$ cat src/rtl/e_digit_out.sv
// rtl/e_digit_out.sv - fixed-point result snapshot to BCD digit stream, MSD first
// Fraction digits come from word-serial multiply-by-10 over the snapshot.
module e_digit_out #(
  parameter int WORDS      = 32,
  parameter int NUM_DIGITS = 16
) (
  input  logic        clk,
  input  logic        rst_n,
  input  logic        start,
  input  logic [15:0] in_data [0:WORDS-1],
  output logic        busy,
  output logic [3:0]  digit,
  output logic        digit_valid,
  input  logic        digit_ready,
  output logic        digit_last,
  output logic        int_ovf,
  output logic        done
);

  localparam int IDX_W = (WORDS > 2) ? $clog2(WORDS - 1) : 1;
  localparam int CNT_W = $clog2(NUM_DIGITS + 1);
  localparam logic [IDX_W-1:0] LAST_IDX = IDX_W'(WORDS - 2);
  localparam logic [CNT_W-1:0] LAST_CNT = CNT_W'(NUM_DIGITS);

  typedef enum logic [2:0] {IDLE, EMIT_INT, MUL, EMIT, DONE} state_t;

  state_t           state, state_n;
  logic [15:0]      frac [0:WORDS-2];
  logic [IDX_W-1:0] idx;
  logic [3:0]       carry;
  logic [CNT_W-1:0] dig_cnt;
  logic [3:0]       digit_r;
  logic [19:0]      prod;

  // x*10 as (x<<3)+(x<<1); carry is at most 9 so the sum fits 20 bits
  assign prod = ({4'd0, frac[idx]} << 3) + ({4'd0, frac[idx]} << 1) + {16'd0, carry};

  always_comb begin
    state_n = state;
    case (state)
      IDLE:     if (start) state_n = EMIT_INT;
      EMIT_INT: if (digit_ready) state_n = MUL;
      MUL:      if (idx == LAST_IDX) state_n = EMIT;
      EMIT:     if (digit_ready) state_n = (dig_cnt == LAST_CNT) ? DONE : MUL;
      DONE:     state_n = IDLE;
      default:  state_n = IDLE;
    endcase
  end

  always_ff @(posedge clk or negedge rst_n) begin
    if (!rst_n) begin
      state <= IDLE;
    end else begin
      state <= state_n;
    end
  end

  always_ff @(posedge clk or negedge rst_n) begin
    if (!rst_n) begin
      for (int k = 0; k < WORDS - 1; k++) frac[k] <= 16'd0;
      idx     <= '0;
      carry   <= 4'd0;
      dig_cnt <= '0;
      digit_r <= 4'd0;
      int_ovf <= 1'b0;
    end else begin
      case (state)
        IDLE: if (start) begin
          for (int k = 0; k < WORDS - 1; k++) frac[k] <= in_data[k];
          idx     <= '0;
          carry   <= 4'd0;
          dig_cnt <= '0;
          int_ovf <= (in_data[WORDS-1] >= 16'd10);
          digit_r <= (in_data[WORDS-1] >= 16'd10) ? 4'hF : in_data[WORDS-1][3:0];
        end
        MUL: begin
          frac[idx] <= prod[15:0];
          if (idx == LAST_IDX) begin
            digit_r <= prod[19:16];
            carry   <= 4'd0;
            idx     <= '0;
            dig_cnt <= dig_cnt + 1'b1;
          end else begin
            carry <= prod[19:16];
            idx   <= idx + 1'b1;
          end
        end
        default: ;
      endcase
    end
  end

  assign busy        = (state != IDLE);
  assign digit_valid = (state == EMIT_INT) || (state == EMIT);
  assign digit_last  = (state == EMIT) && (dig_cnt == LAST_CNT);
  assign done        = (state == DONE);
  assign digit       = digit_r;

endmodule

$ cat config.mk
export PLATFORM = sky130hd
export DESIGN_NAME = e_digit_out
export DESIGN_NICKNAME = d
export VERILOG_FILES = /design/src/rtl/e_digit_out.sv
export SDC_FILE = /design/constraint.sdc
export NUM_CORES = 1
export LEC_CHECK = 0
export ABC_CLOCK_PERIOD_IN_PS = 4300
export BUFFER_PORTS_ARGS = -buffer_cell sky130_fd_sc_hd__buf_2
export CAP_MARGIN = 20
export CORE_MARGIN = 2
export CORE_UTILIZATION = 35
export DETAILED_ROUTE_END_ITERATION = 10
export SYNTH_ARGS = -nofsm -noshare
export SYNTH_HDL_FRONTEND = slang
export SYNTH_SLANG_ARGS = --single-unit
$ cat constraint.sdc
create_clock -name clk -period 4.3 [get_ports clk]
set_clock_uncertainty 0.15 [all_clocks]
set_input_delay 0.645 -clock clk [delete_from_list [all_inputs] [get_ports clk]]
set_output_delay 0.645 -clock clk [all_outputs]
set_load 0.02 [all_outputs]
=== After elaboration in Yosys (flattened, before gate mapping) ===
Cells that the tools add are included.

* Add/sub/neg operators: 4
* Reduce and logical (&&, ||, !) cells: 10
* $lt $le $gt $ge: 3
* Mux-type cells: 26
* Bitwise logic cells: 1
* Eq/ne operators: 10

{| class="wikitable"
|+ Operator list
! operator !! number
|-
| 496-bit one-hot mux with 2 select lines || 1
|-
| 496-bit bitwise mux || 1
|-
| 496-bit 2-to-1 mux || 1
|-
| 16-bit binary-select mux with 5-bit select || 1
|-
| 16-bit demux with 5-bit select || 1
|-
| 16-bit 2-to-1 mux || 3
|-
| 19-bit by 17-bit adder with 20-bit output || 1
|-
| 20-bit by 4-bit adder with 20-bit output || 1
|-
| 4-bit 2-to-1 mux || 5
|-
| 5-bit one-hot mux with 2 select lines || 2
|-
| 16-bit by 4-bit greater-or-equal comparator with 1-bit output (second input constant) || 1
|-
| 4-bit one-hot mux with 2 select lines || 2
|-
| 3-bit 2-to-1 mux || 5
|-
| 5-bit 2-to-1 mux || 3
|-
| 3-bit one-hot mux with 4 select lines || 1
|-
| 5-bit by 1-bit adder with 5-bit output (second input constant) || 2
|-
| 5-bit == test (second input constant) || 2
|-
| 2-bit != test (second input constant) || 4
|-
| 3-bit by 2-bit == test with 1-bit output (second input constant) || 2
|-
| 6-bit greater-or-equal comparator (second input constant) || 1
|-
| 6-bit by 1-bit < comparator with 1-bit output (second input constant) || 1
|-
| 5-bit inverter with 6-bit output || 1
|-
| 2-bit AND reduction || 2
|-
| 4-bit AND reduction || 1
|-
| other kinds (8) || 9
|}

* Bits in registers: 518
* Word-level logic and storage cells: 91
* Output and inout bits: 9

=== Depth between registers and ports, before layout ===
Gate-level depths: netlist of run 1.

* Depth after elaboration: 8
* Mapped depth: 21
* Depth with buffers taken out: 18

=== Worst setup path before layout of run 1 ===
No wires, ideal clock.

* Kind: flip-flop to flip-flop
* Start: register idx[0]
* End: register frac[382] in the netlist's numbering
* Required time: 4.019 ns
* Arrival: 4.038 ns
* Slack: -0.019 ns
* Period minus slack after synthesis: 4.319 ns
* Cell stages (with the launch flop): 20
* Buffers on the path: 5
* Path through: dfrtp_1 -> buf_6 -> buf_6 -> buf_6 -> buf_2 -> mux4_2 -> a22oi_1 -> nand4_1 -> ha_1 -> ha_1 -> inv_1 -> fa_1 -> nand2b_1 -> a211oi_1 -> nor2b_1 -> o211ai_1 -> a21oi_1 -> xor2_1 -> clkbuf_2 -> o21ai_0

* Cells in the longest elaborated chain, start to end: 8
* Elaborated cells between the ends (all ways): 13

{| class="wikitable"
|+ Ends and longest elaborated chain
! item !! line !! source
|-
| from (decl) || 29 || <nowiki>logic [IDX_W-1:0] idx;</nowiki>
|-
| from (signal assigned) || 85 || <nowiki>idx <= idx + 1'b1;</nowiki>
|-
| 5-bit inverter with 6-bit output (not written as such) * || 36, 77 ||
|-
| 16-bit binary-select mux with 5-bit select || 36 || <nowiki>assign prod = ({4'd0, frac[idx]} << 3) + ({4'd0, frac[idx]} << 1) + {16'd0, carry};</nowiki>
|-
| 16-bit 2-to-1 mux (not written as such) (2 in series) || 36 ||
|-
| 19-bit by 17-bit adder with 20-bit output || 36 ||
|-
| 20-bit by 4-bit adder with 20-bit output || 36 ||
|-
| 496-bit bitwise mux * || 77 || <nowiki>frac[idx] <= prod[15:0];</nowiki>
|-
| 496-bit one-hot mux with 2 select lines * || 67 || <nowiki>case (state)</nowiki>
|-
| to (signal, indexed assignment) || 77 ||
|-
| to (decl) || 28 || <nowiki>logic [15:0] frac [0:WORDS-2];</nowiki>
|}

Mark *: on every way between the ends. The rest lies on a longest branch, timed or not. The select of a mux whose other input is x is not followed.
A chain may end at the register's enable or synchronous reset.

=== Final worst setup path of run 1 ===
* Start: register idx[0]
* End: register frac[367] in the netlist's numbering

The elaborated chain is that of the path after synthesis.

==> results of run 1 <==
-- registers in the layout (all words and copies together), names as in the netlist --
| register | flops |
|---|---|
| frac | 496 |
| dig_cnt | 5 |
| idx | 5 |
| carry | 4 |
| digit | 4 |
| state | 3 |
| int_ovf | 1 |
-- metrics by stage --
| step | util (%) | setup TNS, ns | instance area [um2] | worst slack, ns | cells |
|---|---|---|---|---|---|
| final | 47.5 | -5.29 | 35300 | -0.131 | 4095 |
| after floorplan | - | 0 | 26200 | 0.00431 | 2456 |
| after CTS | 46.2 | -2.51 | 34300 | -0.0639 | 4074 |
| after detailed placement | 41.6 | -111.40 | 30900 | -0.656 | 3914 |
| after global routing | 47.5 | -30.40 | 35300 | -0.246 | 4094 |
| after global placement | 41.6 | -89.79 | 30900 | -0.532 | 3914 |
-- per-layer routing --
layer	part of all wire [%]	wire length, um	up-vias	track usage, %
li1	-	-	10600	-
met1	37	47300	12900	40.8
met2	47	59300	1747	50.7
met3	9.3	11800	350	5.56
met4	7.0	8880	2	17.2
met5	0.010	13	-	0
-- layout make-up --
class | count | area share, %
sequential | 518 | 36.8
clock buffer | 86 | 4.96
antenna | 1 | 0.00709
clock inverter | 19 | 0.724
inverter | 18 | 0.192
timing repair buffer | 792 | 16.3
multi-input combinational | 1692 | 37.6
tap | 969 | 3.44
-- cells by family (layout without fill, tap and decap cells) --
group	after synthesis	count (layout)	synth area share (%)
fa+ha+maj	39	39	1.92
flops	518	518	49.4
simple gates	496	496	8.04
compound gates	1010	1010	25.4
mux	132	132	10.2
other cells	0	1	0
buf+inv	246	915	4.49
xor+xnor	15	15	0.501
-- cell usage after synthesis (all sizes together), types with 4 or more instances --
cell type	count
a211oi	6
a21o	6
a21oi	44
a221o	54
a22o	5
a22oi	478
a31oi	5
and2	7
buf	135
clkbuf	93
dfrtp	518
ha	37
inv	18
mux2i	21
mux4	108
nand2	267
nand2b	4
nand3	5
nand4	18
nor2	165
nor3	6
nor3b	4
nor4	5
o211ai	6
o21ai	388
or3	5
xnor2	4
xor2	11
-- path summary, 6_finish.rpt --
kind                                  startpoint                    end  slack, ns  cells after the start
min reg2reg                frac[129]$_DFFE_PN0P_  frac[129]$_DFFE_PN0P_       0.32                      2
min                                 in_data[324]  frac[308]$_DFFE_PN0P_       0.09                      2
min in group asynchronous                  rst_n   digit[1]$_DFFE_PN0P_       0.42                      2
max                           idx[0]$_DFFE_PN0P_  frac[367]$_DFFE_PN0P_      -0.13                     20
max reg2reg                   idx[0]$_DFFE_PN0P_  frac[367]$_DFFE_PN0P_      -0.13                     20
max in group asynchronous                  rst_n   frac[72]$_DFFE_PN0P_       2.50                      3
-- timing repair --
item / in CTS / in global routing
hold buffers: 1 / 0
setup endpoints to repair: 311 / 256
pin swaps: 65 / 115
resized for setup: 215 / 273
setup buffers: 44 / 17
cloned: 13 / 10
hold endpoints to repair: 46 / 0
==> results_dict.tcl, run 1 <==
set metrics [dict create \
    path_delay_family "compound AO/OA/AOI/OAI gates" \
    multi_input_area_mm2 0.0133 \
    ios 525 \
    ant_nets 0 \
    final_cell_mix "buf_2 (523), dfrtp_1 (516), a22oi_1 (454)" \
    die_height_um 278 \
    cts_tree "yes" \
    synth_seq_cells 518 \
    crit_chain "buf_12 -> mux4_2 -> a22oi_2 -> o211ai_1 -> nor4_2 -> buf_4 -> fa_2 -> inv_2 -> ha_4 -> a211oi_2 -> o21bai_2 -> o21ai_2 -> buf_6 -> o21ai_4 -> buf_6 -> a22oi_2 -> nand2_2 -> buf_4 -> clkbuf_16 -> o21ai_2" \
    syn_inst 2456 \
    slew_viol_final 0 \
    worst_pin_slew_ns 1.19 \
    viasPerCell 6.26 \
    slowest_delay_ns 0.54 \
    grt_max_degree 130 \
    yosysWarnings 0 \
    outcome "finished with violations" \
    die_x_um 278 \
    path_clk_slew_ns 0.06 \
    remaining_drc_errors 0 \
    nets 3635 \
    syn-num-nets 3011 \
    setup_ws_ns -0.131 \
    async_reset_ff_share_pct 100 \
    cts_root_buf "clkbuf_16" \
    postSynthAreaPerCell_um2 10.7 \
    crit_arrival_ns 4.81 \
    wire_per_inst_um 31.1 \
    cp-end-kind "register" \
    portBuffers 524 \
    numCtsBuffers 58 \
    synth_cell_types 63 \
    max-slew-margin-rel_pct 20.3 \
    max_freq_mhz 226 \
    synth-edff-count 0 \
    grt_usage_pct 31.6 \
    path_buf_inv 7 \
    syn-cell-area_mm2 0.0262 \
    gp_congestion 0.941 \
    hold_path_class "input port to register" \
    violations "negative setup slack" \
    grt_pass1_vias 25800 \
    drt_iter0_drc 3174 \
    synthTopCellsByArea "dfrtp_1 (49%), a22oi_1 (14%), mux4_2 (9.1%), o21ai_0 (7.1%), nand2_1 (3.8%)" \
    grt.overflow.total 0 \
    yosysTopAreaCell "dfrtp_1" \
    cts.path.max_buffers 3 \
    grt_first_pass_wirelength_um 179000 \
    setup_viol 103 \
    critPathRequiredTime_ns 4.68 \
    row_count 100 \
    seq_area_frac_synth_pct 49.4 \
    maxCapViolations 0 \
    synth.top_cell.area_share_pct 49.4 \
    final_common_cell "buf_2" \
    slowest_stage "mux4_2" \
    clk_latency_ns 0.65 \
    whs_ns 0.0881 \
    ys.flop_type "dfrtp_1" \
    fin_crit_ns 4.43 \
    dp.final_hpwl_um 88800 \
    cp_max_fo 8 \
    core_area_mm2 0.0743 \
    wl_um 127000 \
    finalCritPeriodShare_pct 103 \
    grt_antenna_before_repair 3 \
    syn_to_final_growth_pct 34.5 \
    clock_sink_count 518 \
    grt_setup_unrepaired "true" \
    worst_setup_path_start_kind "register" \
    floorplan.initialDensity_pct 35.3 \
    die-area_mm2 0.0771 \
    fillers 6921 \
    seqCellArea_mm2 0.0130 \
    first_pass_iters 6 \
    critical_path_class "register to register" \
    vias 25700 \
    hold_violations 0 \
    final_layout_size_suffix_gt1_share_pct 40.4 \
    htree_levels 2 \
]
Power of run 1 is not shown: default switching activity piles up to over one toggle a cycle in this logic, so the estimate is an artifact.
==> run 2: changes to the inputs <==
==> constraint.sdc (replaced) <==
create_clock -name clk -period 4.3 [get_ports clk]
set_clock_uncertainty 0.15 [all_clocks]
set_input_delay 0.215 -clock clk [delete_from_list [all_inputs] [get_ports clk]]
set_output_delay 0.215 -clock clk [all_outputs]
set_load 0.02 [all_outputs]
==> run 2 against run 1 <==
Against the previous run:
- the flow still finishes with violations (negative setup slack)
- sequential cell count is the same
- core utilization up 6.6 points
- design area increased by 14%
- routed wire length is 6.3% higher
- cell count rose by 12%
- setup slack got worse by 0.085 ns
- die area unchanged
- maximum frequency shrank 1.9%
- highest routed layer unchanged
==> results_dict.tcl, run 2 (same netlist as run 1, synthesis figures left out) <==
set metrics [dict create \
    outcome "finished with violations" \
    violations "negative setup slack" \
    maxCapViolations 0 \
    clk_latency_ns 0.64 \
    die_x_um 278 \
    largest_registers "frac: 496 flops, dig_cnt: 5 flops, idx: 5 flops" \
    setup_viol 212 \
    htree_levels 2 \
    final_layout_size_suffix_gt1_share_pct 34.8 \
    wire_per_inst_um 29.5 \
    numCtsBuffers 57 \
    dpl_worst_slack_ns -0.503 \
    max_freq_mhz 221 \
    wl_um 135000 \
    cp-end-kind "register" \
    met2_usage_pct 54.6 \
    core_area_mm2 0.0743 \
    use_met1_pct 41.1 \
    portBuffers 524 \
    multi_input_area_mm2 0.0133 \
    hold_path_class "input port to register" \
    critical_path_class "register to register" \
    worst_pin_slew_ns 1.17 \
    clock_sink_count 518 \
    drt_iter0_drc 3010 \
    cts.path.max_buffers 3 \
    regMostFlops "frac" \
    gp_congestion 0.950 \
    grt_max_degree 119 \
    setup_ws_ns -0.216 \
    grt_use_met3_pct 6.20 \
    cts_root_buf "clkbuf_16" \
    slew_viol_final 0 \
    busiest_layer "met2" \
    fin_crit_ns 4.52 \
    ios 525 \
    worst_setup_path_start_kind "register" \
    vias 28000 \
    cts_tree "yes" \
    ant_nets 0 \
    dp.final_hpwl_um 89300 \
    first_pass_iters 6 \
    finalCritPeriodShare_pct 105 \
    final_cell_mix "buf_2 (523), dfrtp_1 (516), dlygate4sd3_1 (512)" \
    utilization_pct 54.1 \
    path_clk_slew_ns 0.06 \
    die_height_um 278 \
    grt_pass1_vias 28200 \
    whs_ns 0.105 \
    crit_arrival_ns 4.86 \
    cp_max_fo 7 \
    grt_first_pass_wirelength_um 188000 \
    final_common_cell "buf_2" \
    nets 4120 \
    antennaDiodeCount 0 \
    fillers 6291 \
    syn_to_final_growth_pct 53.3 \
    largest_reg_flops 496 \
    grt_setup_unrepaired "true" \
    critPathRequiredTime_ns 4.64 \
    hold_violations 0 \
    remaining_drc_errors 0 \
    grt_usage_pct 33.1 \
    place_area_mm2 0.0308 \
    viasPerCell 6.11 \
    grt_antenna_before_repair 3 \
    grt.overflow.total 0 \
    final_area_mm2 0.0402 \
    floorplan.initialDensity_pct 35.3 \
    max-slew-margin-rel_pct 22.2 \
    row_count 100 \
    seqCellArea_mm2 0.0130 \
    die-area_mm2 0.0771 \
]
[run 2: metal layers]
metal | vias up | routed length (um)
li1 | 11600 | -
met1 | 14000 | 48800
met2 | 1931 | 64400
met3 | 441 | 12600
met4 | 4 | 9480
met5 | - | 26
[run 2: cell type report]
| cell class | count | share of cell area (%) |
|---|---|---|
| Timing Repair Buffer | 1278 | 26.5 |
| Multi-Input combinational cell | 1692 | 33.1 |
| Clock buffer | 79 | 4.15 |
| Clock inverter | 27 | 0.772 |
| Sequential cell | 518 | 32.3 |
| Inverter | 18 | 0.168 |
| Tap cell | 969 | 3.02 |
[run 2: final timing paths]
check                                       from                     to  slack, ns  cells past startpoint
max                           idx[0]$_DFFE_PN0P_   frac[91]$_DFFE_PN0P_      -0.22                     18
min in group asynchronous                  rst_n   state[2]$_DFFE_PN0P_       0.14                      2
max reg2reg                   idx[0]$_DFFE_PN0P_   frac[91]$_DFFE_PN0P_      -0.22                     18
min                                   in_data[4]   digit[0]$_DFFE_PN0P_       0.11                      6
max in group asynchronous                  rst_n  frac[309]$_DFFE_PN0P_       2.65                      3
min reg2reg                frac[129]$_DFFE_PN0P_  frac[129]$_DFFE_PN0P_       0.33                      2
[run 2: worst max-delay path: stages, from the launching register on]
cell and delay (ns):
dfrtp_4 0.45, buf_12 0.15, mux4_2 0.55, a22o_1 0.24, a211oi_2 0.23, and4_4 0.27, fa_2 0.47, inv_2 0.08
ha_4 0.20, a211oi_4 0.26, o21bai_2 0.14, nor3b_2 0.18, o31a_1 0.19, buf_6 0.13, xor2_4 0.18, buf_12 0.16
buf_12 0.11, buf_16 0.14, o21ai_1 0.08
[run 2: repair_timing]
| action | in CTS | in global routing |
|---|---|---|
| resized for setup | 129 | 379 |
| pin swaps | 17 | 164 |
| endpoints found under the hold margin | 615 | 0 |
| setup buffers | 19 | 21 |
| gates cloned | 8 | 18 |
| hold buffers | 512 | 0 |
| endpoints found under the setup margin | 287 | 285 |
[run 2: stage by stage]
step	instances	TNS (ns)
2_1_floorplan	2456	0
3_3_place_gp	3903	-96.45
3_5_place_dp	3903	-90.06
4_1_cts	4545	-3.40
5_1_grt	4581	-53.65
6_report	4581	-23.95
Power of run 2 is left out for the same reason.
